**config.mk**
```make
export PLATFORM = sky130hd
export DESIGN_NAME = ring_injection_controller
export DESIGN_NICKNAME = d
export VERILOG_FILES = /design/src/rtl/ring_injection_controller.sv
export SDC_FILE = /design/constraint.sdc
export NUM_CORES = 1
export LEC_CHECK = 0
export BUFFER_PORTS_ARGS = -buffer_cell sky130_fd_sc_hd__buf_2
export CAP_MARGIN = 10
export CORE_UTILIZATION = 43
export CTS_CLUSTER_SIZE = 10
export DETAILED_ROUTE_END_ITERATION = 16
export PLACE_DENSITY_LB_ADDON = 0.1
export SKIP_LAST_GASP = 1
export SYNTH_ARGS = -nofsm -noshare
export SYNTH_HDL_FRONTEND = slang
export SYNTH_SLANG_ARGS = --single-unit
```
**constraint.sdc**
```tcl
create_clock -name clk -period 1.39 [get_ports clk]
set_clock_uncertainty 0.05 [all_clocks]
set_input_delay 0.278 -clock clk [delete_from_list [all_inputs] [get_ports clk]]
set_output_delay 0.278 -clock clk [all_outputs]
set_load 0.1 [all_outputs]
```
**src/rtl/ring_injection_controller.sv**
```systemverilog
// ring_injection_controller: seeds a ring with one {cc_id, pc} override word per
// enabled character context, then waits for the ring to settle and drain.
// Optional drain watchdog: define RING_INJECTION_DRAIN_TIMEOUT_EN.
module ring_injection_controller #(
  parameter int PC_WIDTH      = 8,
  parameter int CC_ID_BITS    = 1,
  parameter int TIMEOUT_WIDTH = 16
) (
  input  logic                           clk,
  input  logic                           rst,
  input  logic                           start,
  input  logic [PC_WIDTH-1:0]            start_pc,
  input  logic [(2**CC_ID_BITS)-1:0]     cc_enable,
  output logic [PC_WIDTH+CC_ID_BITS-1:0] override_data,
  output logic                           override_valid,
  input  logic                           override_ready,
  input  logic                           any_bb_running,
  input  logic                           any_bb_accept,
  input  logic                           all_bb_full,
  output logic                           busy,
  output logic                           done,
  output logic                           accepted,
  output logic                           timeout
);

  localparam int NUM_CC = 2 ** CC_ID_BITS;

  typedef enum logic [2:0] {
    ST_IDLE,
    ST_INJECT,
    ST_SETTLE,
    ST_DRAIN,
    ST_DONE
  } state_t;

  state_t                state_q;
  logic [PC_WIDTH-1:0]   pc_q;
  logic [CC_ID_BITS-1:0] cc_id_q;
  logic [NUM_CC-1:0]     pend_q;      // contexts whose word has not yet transferred
  logic                  valid_q;
  logic                  busy_q;
  logic                  done_q;
  logic                  accepted_q;
  logic                  timeout_q;
  logic                  settle_q;    // second SETTLE cycle marker

`ifdef RING_INJECTION_DRAIN_TIMEOUT_EN
  localparam logic [TIMEOUT_WIDTH-1:0] DRAIN_ONE  = {{(TIMEOUT_WIDTH-1){1'b0}}, 1'b1};
  // Count value seen in the DRAIN cycle whose increment would reach all-ones
  localparam logic [TIMEOUT_WIDTH-1:0] DRAIN_LAST = ~DRAIN_ONE;
  logic [TIMEOUT_WIDTH-1:0] drain_cnt_q;
`endif

  logic [NUM_CC-1:0]     pend_after_d;
  logic [CC_ID_BITS-1:0] next_id_d;
  logic                  xfer_d;

  // Lowest set bit of a context mask; ascending cc_id issue order
  function automatic logic [CC_ID_BITS-1:0] lowest_id(input logic [NUM_CC-1:0] mask);
    logic [CC_ID_BITS-1:0] id;
    id = '0;
    for (int i = NUM_CC - 1; i >= 0; i--) begin
      if (mask[i]) id = i[CC_ID_BITS-1:0];
    end
    return id;
  endfunction

  // Remaining contexts once the presented word transfers, and the next id to present
  always_comb begin
    pend_after_d          = pend_q;
    pend_after_d[cc_id_q] = 1'b0;
    next_id_d             = lowest_id(pend_after_d);
    xfer_d                = valid_q & override_ready;
  end

  // Controller FSM with registered outputs
  always_ff @(posedge clk or posedge rst) begin
    if (rst) begin
      state_q     <= ST_IDLE;
      pc_q        <= '0;
      cc_id_q     <= '0;
      pend_q      <= '0;
      valid_q     <= 1'b0;
      busy_q      <= 1'b0;
      done_q      <= 1'b0;
      accepted_q  <= 1'b0;
      timeout_q   <= 1'b0;
      settle_q    <= 1'b0;
`ifdef RING_INJECTION_DRAIN_TIMEOUT_EN
      drain_cnt_q <= '0;
`endif
    end else begin
      done_q <= 1'b0;
      case (state_q)
        ST_IDLE: begin
          if (start) begin
            pc_q       <= start_pc;
            accepted_q <= 1'b0;
            timeout_q  <= 1'b0;
            if (cc_enable == '0) begin
              state_q <= ST_DONE;
              done_q  <= 1'b1;
            end else begin
              state_q <= ST_INJECT;
              busy_q  <= 1'b1;
              pend_q  <= cc_enable;
              cc_id_q <= lowest_id(cc_enable);
              // A new word is only offered while the ring has room
              valid_q <= ~all_bb_full;
            end
          end
        end

        ST_INJECT: begin
          if (any_bb_accept) accepted_q <= 1'b1;
          if (valid_q) begin
            if (xfer_d) begin
              pend_q <= pend_after_d;
              if (pend_after_d == '0) begin
                valid_q  <= 1'b0;
                settle_q <= 1'b0;
                state_q  <= ST_SETTLE;
              end else begin
                cc_id_q <= next_id_d;
                valid_q <= ~all_bb_full;
              end
            end
          end else begin
            valid_q <= ~all_bb_full;
          end
        end

        ST_SETTLE: begin
          if (any_bb_accept) accepted_q <= 1'b1;
          if (settle_q) begin
            state_q     <= ST_DRAIN;
`ifdef RING_INJECTION_DRAIN_TIMEOUT_EN
            drain_cnt_q <= '0;
`endif
          end else begin
            settle_q <= 1'b1;
          end
        end

        ST_DRAIN: begin
          if (any_bb_accept) accepted_q <= 1'b1;
          if (!any_bb_running) begin
            state_q <= ST_DONE;
            done_q  <= 1'b1;
            busy_q  <= 1'b0;
          end
`ifdef RING_INJECTION_DRAIN_TIMEOUT_EN
          else if (drain_cnt_q == DRAIN_LAST) begin
            drain_cnt_q <= drain_cnt_q + DRAIN_ONE;
            timeout_q   <= 1'b1;
            state_q     <= ST_DONE;
            done_q      <= 1'b1;
            busy_q      <= 1'b0;
          end else begin
            drain_cnt_q <= drain_cnt_q + DRAIN_ONE;
          end
`endif
        end

        ST_DONE: begin
          state_q <= ST_IDLE;
        end

        default: begin
          state_q <= ST_IDLE;
          valid_q <= 1'b0;
          busy_q  <= 1'b0;
        end
      endcase
    end
  end

  assign override_data  = {cc_id_q, pc_q};
  assign override_valid = valid_q;
  assign busy           = busy_q;
  assign done           = done_q;
  assign accepted       = accepted_q;
  assign timeout        = timeout_q;

endmodule

```
* Word-level counts from Yosys, hierarchy flattened
Cells that the tools add are included.
Storage, ports and cells: register bits after elaboration 19, input port bits 17
Operators by class: $lt $le $gt $ge 2, equality and inequality tests 13, bitwise logic cells 6, multiplexer cells 46, reduce and logical (&&, ||, !) cells 18
Operator list (number):
- 1-bit two-way mux | 26
- 3-bit two-way mux | 7
- 2-bit != test (second input constant) | 8
- 3-bit case mux with 4 select lines | 1
- 6-bit AND reduction | 2
- 3-bit OR reduction | 3
- 2-bit two-way mux | 4
- 1-bit case mux with 2 select lines | 4
- 4-bit AND reduction | 2
- 3-bit by 2-bit == test with 1-bit output (second input constant) | 2
- 1-bit case mux with 3 select lines | 2
- 3-bit AND reduction | 2
- 2-bit nonzero test | 3
- 5-bit AND reduction | 1
- 2-bit logical NOT | 2
- 2-bit case mux with 2 select lines | 1
- 3-bit by 1-bit == test with 1-bit output (second input constant) | 1
- 3-bit == test (second input constant) | 1
- 3-bit logical NOT | 1
- 1-bit inverter | 3
- 2-bit bitwise AND | 1
- 1-bit by 2-bit < comparator with 1-bit output (second input constant) | 1
- 2-bit by 1-bit != test with 1-bit output (second input constant) | 1
- 2-bit inverter | 1
- 5 further kinds | 5

* Logic depth before layout (Yosys ltp)
Gate-level depths: netlist (run 1).
depth after elaboration 12, depth in mapped cells 6

* Least setup slack after synthesis (run 1)
Ideal clock, no wire load.
path kind register -> register, start point reg valid_q (netlist: override_valid), end point reg cc_id_q, setup slack -0.410 ns, arrival time 1.622 ns, clock period less this slack 1.800 ns, cell stages (with the launch flop) 5, cells stage by stage dfrtp_1 > and3_1 > a21oi_1 > a211oi_1 > a21oi_1
On the way: cells in the longest elaborated chain, start to end 3
Ends and longest elaborated chain:
- start, declared | line 40 | logic valid_q;
- start signal, assigned | line 109 | valid_q <= ~all_bb_full;
- start signal, assigned | line 125 | valid_q <= ~all_bb_full;
- start signal, assigned | line 129 | valid_q <= ~all_bb_full;
- 1-bit bitwise AND | line 73 | xfer_d = valid_q & override_ready;
- 2-bit != test (no source line)
- 6-bit AND reduction (no source line) *
- end signal, assigned | line 107 | cc_id_q <= lowest_id(cc_enable);
- end signal, assigned | line 124 | cc_id_q <= next_id_d;
- end, declared | line 38 | logic [CC_ID_BITS-1:0] cc_id_q;
Every way passes the cells marked *; elsewhere a longest branch is shown, timed or not. A chain may end at the register's enable or synchronous reset.

* Worst setup path in the final report (run 1)
start point reg valid_q (netlist: override_valid), end point out override_valid
RTL lines:
- end, declared | line 15 | output logic override_valid,
No word-level cell between the ends.

==> results_dict.tcl, run 1 <==
set metrics [dict create \
    rr_worst_depth 4 \
    synth_area_leaders "dfrtp_1, mux2_2, o21ai_0, nand2_1, a21oi_1" \
    r2r_slack_ps 30 \
    syn_to_final_growth_pct 60.3 \
    regMostFlops "pc_q" \
    antenna_found_initial 0 \
    syn_avg_cell_area_um2 10.1 \
    seq_area_um2 482 \
    cp_data_required_time_ps 1060 \
    clk_latency_ps 300 \
    cp_max_fo 2 \
    cap_violations 0 \
    synth_most_common_cell "dfrtp_1" \
    cp-end-kind "output port" \
    drive_gt1_share_pct 53.6 \
    gr-total-overflow 0 \
    via_per_inst 5.17 \
    track_usage_pct 22.0 \
    first_pass_iters 4 \
    fillCellCount 135 \
    clock_path_buffers 2 \
    slew_violations 0 \
    synth_edf_count 0 \
    synth_common_cells "dfrtp_1, nand2_1, o21ai_0" \
    synth_cells 91 \
    io-pin-count 31 \
    synth-seq-cells 19 \
    status "finished, violations left" \
    clkSlewWorstSetupHoldPaths_ps 110 \
    drtAntennaViolNets 0 \
    synth_area_leader_cell "dfrtp_1" \
    yosys_warnings 0 \
    drt-initial-drc-count 20 \
    critPathLaunch "override_valid$_DFFE_PP0P_" \
    rsz0062_at_grt "true" \
    finalSetupTns_ps -12.4 \
    arrival_ps 1070 \
    largest_reg_flops 8 \
    top_regs "pc_q: 8 flops, state_q: 3 flops, pend_q: 2 flops" \
    fin_ws_ps -12.4 \
    nNetsFinal 156 \
    cts_max_level 1 \
    cts_root_buffer "clkbuf_4" \
    dpl.hpwl_mm 1.65 \
    start_util_pct 46.6 \
    grt_pass1_wl_mm 3.99 \
    grt_max_degree 20 \
    vias 853 \
    wl_mm 2.33 \
    post-route-period-util_pct 101 \
    multiInputGateArea_um2 425 \
    drc 0 \
    cp-start-kind "register" \
    hold_class "input pin to register" \
    ys.flop_type "dfrtp_1" \
    clock_sinks 19 \
    die-area_mm2 0.00234 \
    synth_cell_types 27 \
    crit_type "register to output port" \
    core-area_mm2 0.00198 \
    rr_endpoint "state_q[1]$_DFFE_PP0P_" \
    r2r-start "cc_id_q$_DFFE_PP0P_" \
    synth.top_cell.area_share_pct 51.5 \
    fp-row-count 16 \
    syn-cell-area_um2 923 \
    antenna_cells 0 \
    portBuffers 29 \
    seq_area_frac_synth_pct 51.5 \
    cts_tree "yes" \
    fin_crit_ps 1400 \
    violations "negative setup slack" \
    grt_pass1_vias 913 \
    async_flop_share_pct 100 \
    setup_viol 1 \
    worstSetupEndpoint "override_valid" \
    place_congestion 0.850 \
    numCtsBuffers 3 \
    hold_viol 0 \
    synth_fp_nets 108 \
    fmax_mhz 713 \
    wl_per_cell_um 14.1 \
    die_h_um 48.3 \
    fp.dieW_um 48.3 \
]
## per-layer routing
| layer | GRT usage [%] | part of all wire [%] |
|---|---|---|
| met5 | 0 | 0 |
| met4 | 8.82 | 2.9 |
| met3 | 5.66 | 5.8 |
| met2 | 38.5 | 54 |
| met1 | 25.7 | 38 |
## per-stage QoR
step	worst slack, ps	std cells	instance area [um^2]	hold slack [ps]	util (%)
final	-12.4	165	1480	155	74.7
after global routing	-53.5	165	1480	145	74.7
after CTS	-21.8	162	1420	148	71.7
after detailed placement	-12.7	154	1350	257	68.2
after global placement	46.5	154	1350	259	68.2
after floorplan	-58.5	91	930	179	-
## worst max-delay path, stage by stage (launching register included)
cell and delay (ps):
dfrtp_4 490, buf_6 130, buf_12 150
## final cells by class
type,instances,area share [%]
well taps,27,2.28
multi-input cells,62,28.7
clock buffers,3,1.52
clock inverters,1,0.338
inverters,5,1.27
repair buffers,48,33.3
flip-flops and latches,19,32.5
## logic make-up after synthesis
family | after synthesis | synth area share (%)
AOI/OAI and AO/OA | 24 | 16.4
and+or+nand+nor | 28 | 14.2
DFF | 19 | 51.5
other | 1 | 0.406
muxes | 9 | 10.8
buffers and inverters | 10 | 6.64
## worst min path at each step
stage,startpoint,end,slack [ps],depth (start not counted)
after floorplan,rst,accepted$_DFFE_PP0P_,180,1
after global placement,rst,pc_q[0]$_DFFE_PP0P_,260,3
after detailed placement,rst,pc_q[6]$_DFFE_PP0P_,260,3
after CTS,start_pc[1],pc_q[1]$_DFFE_PP0P_,150,2
after global routing,start_pc[4],pc_q[4]$_DFFE_PP0P_,150,2
final,start_pc[1],pc_q[1]$_DFFE_PP0P_,160,2
## cells in the final DEF (no fill, tap or decap), types with 2 or more instances in the layout
master	netlist	final
nor2_1	4	3
buf_12	0	13
nor3_1	3	2
dfrtp_2	0	2
dfrtp_1	19	16
a211oi_1	3	2
nand2_1	12	12
o31ai_1	2	2
inv_1	5	4
nand3_1	2	2
buf_4	2	16
clkbuf_4	0	3
a21oi_1	6	5
buf_6	2	2
o21ai_0	9	8
mux2_2	8	8
buf_2	1	16
## timing repair
item	4_1_cts	5_1_grt
hold buffers	1	0
buffers inserted	3	3
setup endpoints to repair	10	18
resized for setup	4	10
hold endpoints to repair	19	0
pin swaps	0	1
Power of run 1 is not shown: default switching activity piles up to over one toggle a cycle in this logic, so the estimate is an artifact.
==> run 2: changes to the inputs <==
Settings changed: CORE_MARGIN set to 10.
==> run 2 against run 1 <==
Against the previous run: the flow still finishes with violations (negative setup slack); cell area is 1.7% lower; sequential share of layout area is 0.39 points higher; global-route usage is 10 points lower; first-iteration DRC count is 5.0% higher; maximum frequency hardly changed; worst setup slack hardly changed; register-to-register slack worse by 20 ps; non-clock buffer count is 5 lower; wire length is 13% higher.
==> results_dict.tcl, run 2 (synthesis results as in run 1) <==
set metrics [dict create \
    status "finished, violations left" \
    violations "negative setup slack" \
    clkSlewWorstSetupHoldPaths_ps 110 \
    rsz0062_at_grt "true" \
    wl_met3_um 233 \
    clk_latency_ps 310 \
    wl_mm 2.63 \
    cts_max_level 1 \
    fp-row-count 16 \
    cp-start-kind "register" \
    post-route-period-util_pct 101 \
    grt_pass1_vias 880 \
    layout_commonest_cell "dfrtp_1" \
    die-area_mm2 0.00440 \
    syn_to_final_growth_pct 57.6 \
    drc 0 \
    numCtsBuffers 3 \
    multiInputGateArea_um2 428 \
    die_h_um 66.3 \
    slowest_stage "dfrtp_4" \
    route.met2.wl_mm 1.33 \
    crit_type "register to output port" \
    nNetsFinal 151 \
    fin_crit_ps 1400 \
    via_per_inst 5.25 \
    antenna_found_initial 0 \
    place_congestion 0.939 \
    top_regs "pc_q: 8 flops, state_q: 3 flops, pend_q: 2 flops" \
    final_cell_count_no_fill 160 \
    final_cell_mix "dfrtp_1, buf_2, buf_12, nand2_1, buf_4" \
    clock_sinks 19 \
    wl_met1_mm 1.01 \
    core-area_mm2 0.00200 \
    hold_viol 0 \
    io-pin-count 31 \
    cp-end-kind "output port" \
    clock_path_buffers 2 \
    start_util_pct 46.1 \
    dpl.cell_count 151 \
    worst-path-stages 2 \
    crit_family "flip-flops" \
    gr-total-overflow 0 \
    grt_pass1_wl_mm 4.06 \
    hold_class "input pin to register" \
    cap_violations 0 \
    crit_path_cell_trace "buf_6, buf_12" \
    setup_viol 1 \
    grt_max_degree 12 \
    arrival_ps 1070 \
    fmax_mhz 713 \
    cp_max_fo 2 \
    drtAntennaViolNets 0 \
    cts_tree "yes" \
    fillCellCount 167 \
    drt-initial-drc-count 21 \
    vias 840 \
    portBuffers 29 \
    drive_gt1_share_pct 48.9 \
    first_pass_iters 4 \
    finalSetupTns_ps -12.2 \
    cp_num_buf_inv 2 \
    dpl.hpwl_mm 1.99 \
    slew_violations 0 \
    track_usage_pct 12.0 \
    slowest_delay_ps 490 \
    wl_per_cell_um 16.5 \
    cp_data_required_time_ps 1060 \
    fin_ws_ps -12.2 \
    rr_worst_depth 4 \
    antenna_cells 0 \
    regMostFlops "pc_q" \
    min_path_cells 2 \
    cts_root_buffer "clkbuf_4" \
    largest_reg_flops 8 \
    highest_layer "met4" \
    seq_area_um2 479 \
    fp.dieW_um 66.3 \
]
run 2: final cells by class:
cell class | instances | share of cell area, %
Timing Repair Buffer | 43 | 32.2
Multi-Input combinational cell | 62 | 29.4
Clock buffer | 3 | 1.55
Clock inverter | 1 | 0.344
Tap cell | 27 | 2.32
Inverter | 5 | 1.29
Sequential cell | 19 | 32.9
run 2: worst register-to-register path, delay by kind of cell, from the launching register on:
kind	cells	cell delay (ps)
flip-flops	1	440
AND/OR/NAND/NOR	2	380
AO/OA/AOI/OAI	2	420
run 2: path summary, 6_finish.rpt:
kind	start	slack, ps	to
max in group asynchronous	rst	380	accepted$_DFFE_PP0P_
min	start_pc[7]	140	pc_q[7]$_DFFE_PP0P_
min in group asynchronous	rst	430	pc_q[2]$_DFFE_PP0P_
max reg2reg	state_q[2]$_DFFE_PP0P_	10	override_valid$_DFFE_PP0P_
max	override_valid$_DFFE_PP0P_	-10	override_valid
min reg2reg	settle_q$_DFFE_PP0P_	500	settle_q$_DFFE_PP0P_
run 2: per-stage QoR:
step | util, % | hold slack [ps] | worst slack [ps] | instance area, um^2
after global placement | 67.0 | 225 | 23.1 | 1340
after detailed placement | 67.0 | 228 | -4.84 | 1340
after CTS | 70.0 | 132 | -21.0 | 1400
after global routing | 72.7 | 140 | -98.8 | 1460
after floorplan | - | 179 | -58.5 | 930
final | 72.7 | 139 | -12.2 | 1460
run 2: routing by layer:
| metal | vias to the layer above | track usage (%) |
|---|---|---|
| met5 | - | 0 |
| met4 | 0 | 5.50 |
| met3 | 7 | 5.93 |
| met2 | 29 | 19.7 |
| met1 | 406 | 12.5 |
| li1 | 398 | - |
run 2: repair_timing:
item,4_1_cts,5_1_grt
gates cloned,0,0
hold endpoints to repair,9,0
buffers inserted,1,3
pin swaps,0,2
hold buffers,1,0
resized for setup,4,6
endpoints found under the setup margin,6,15
Power of run 2 is left out for the same reason.
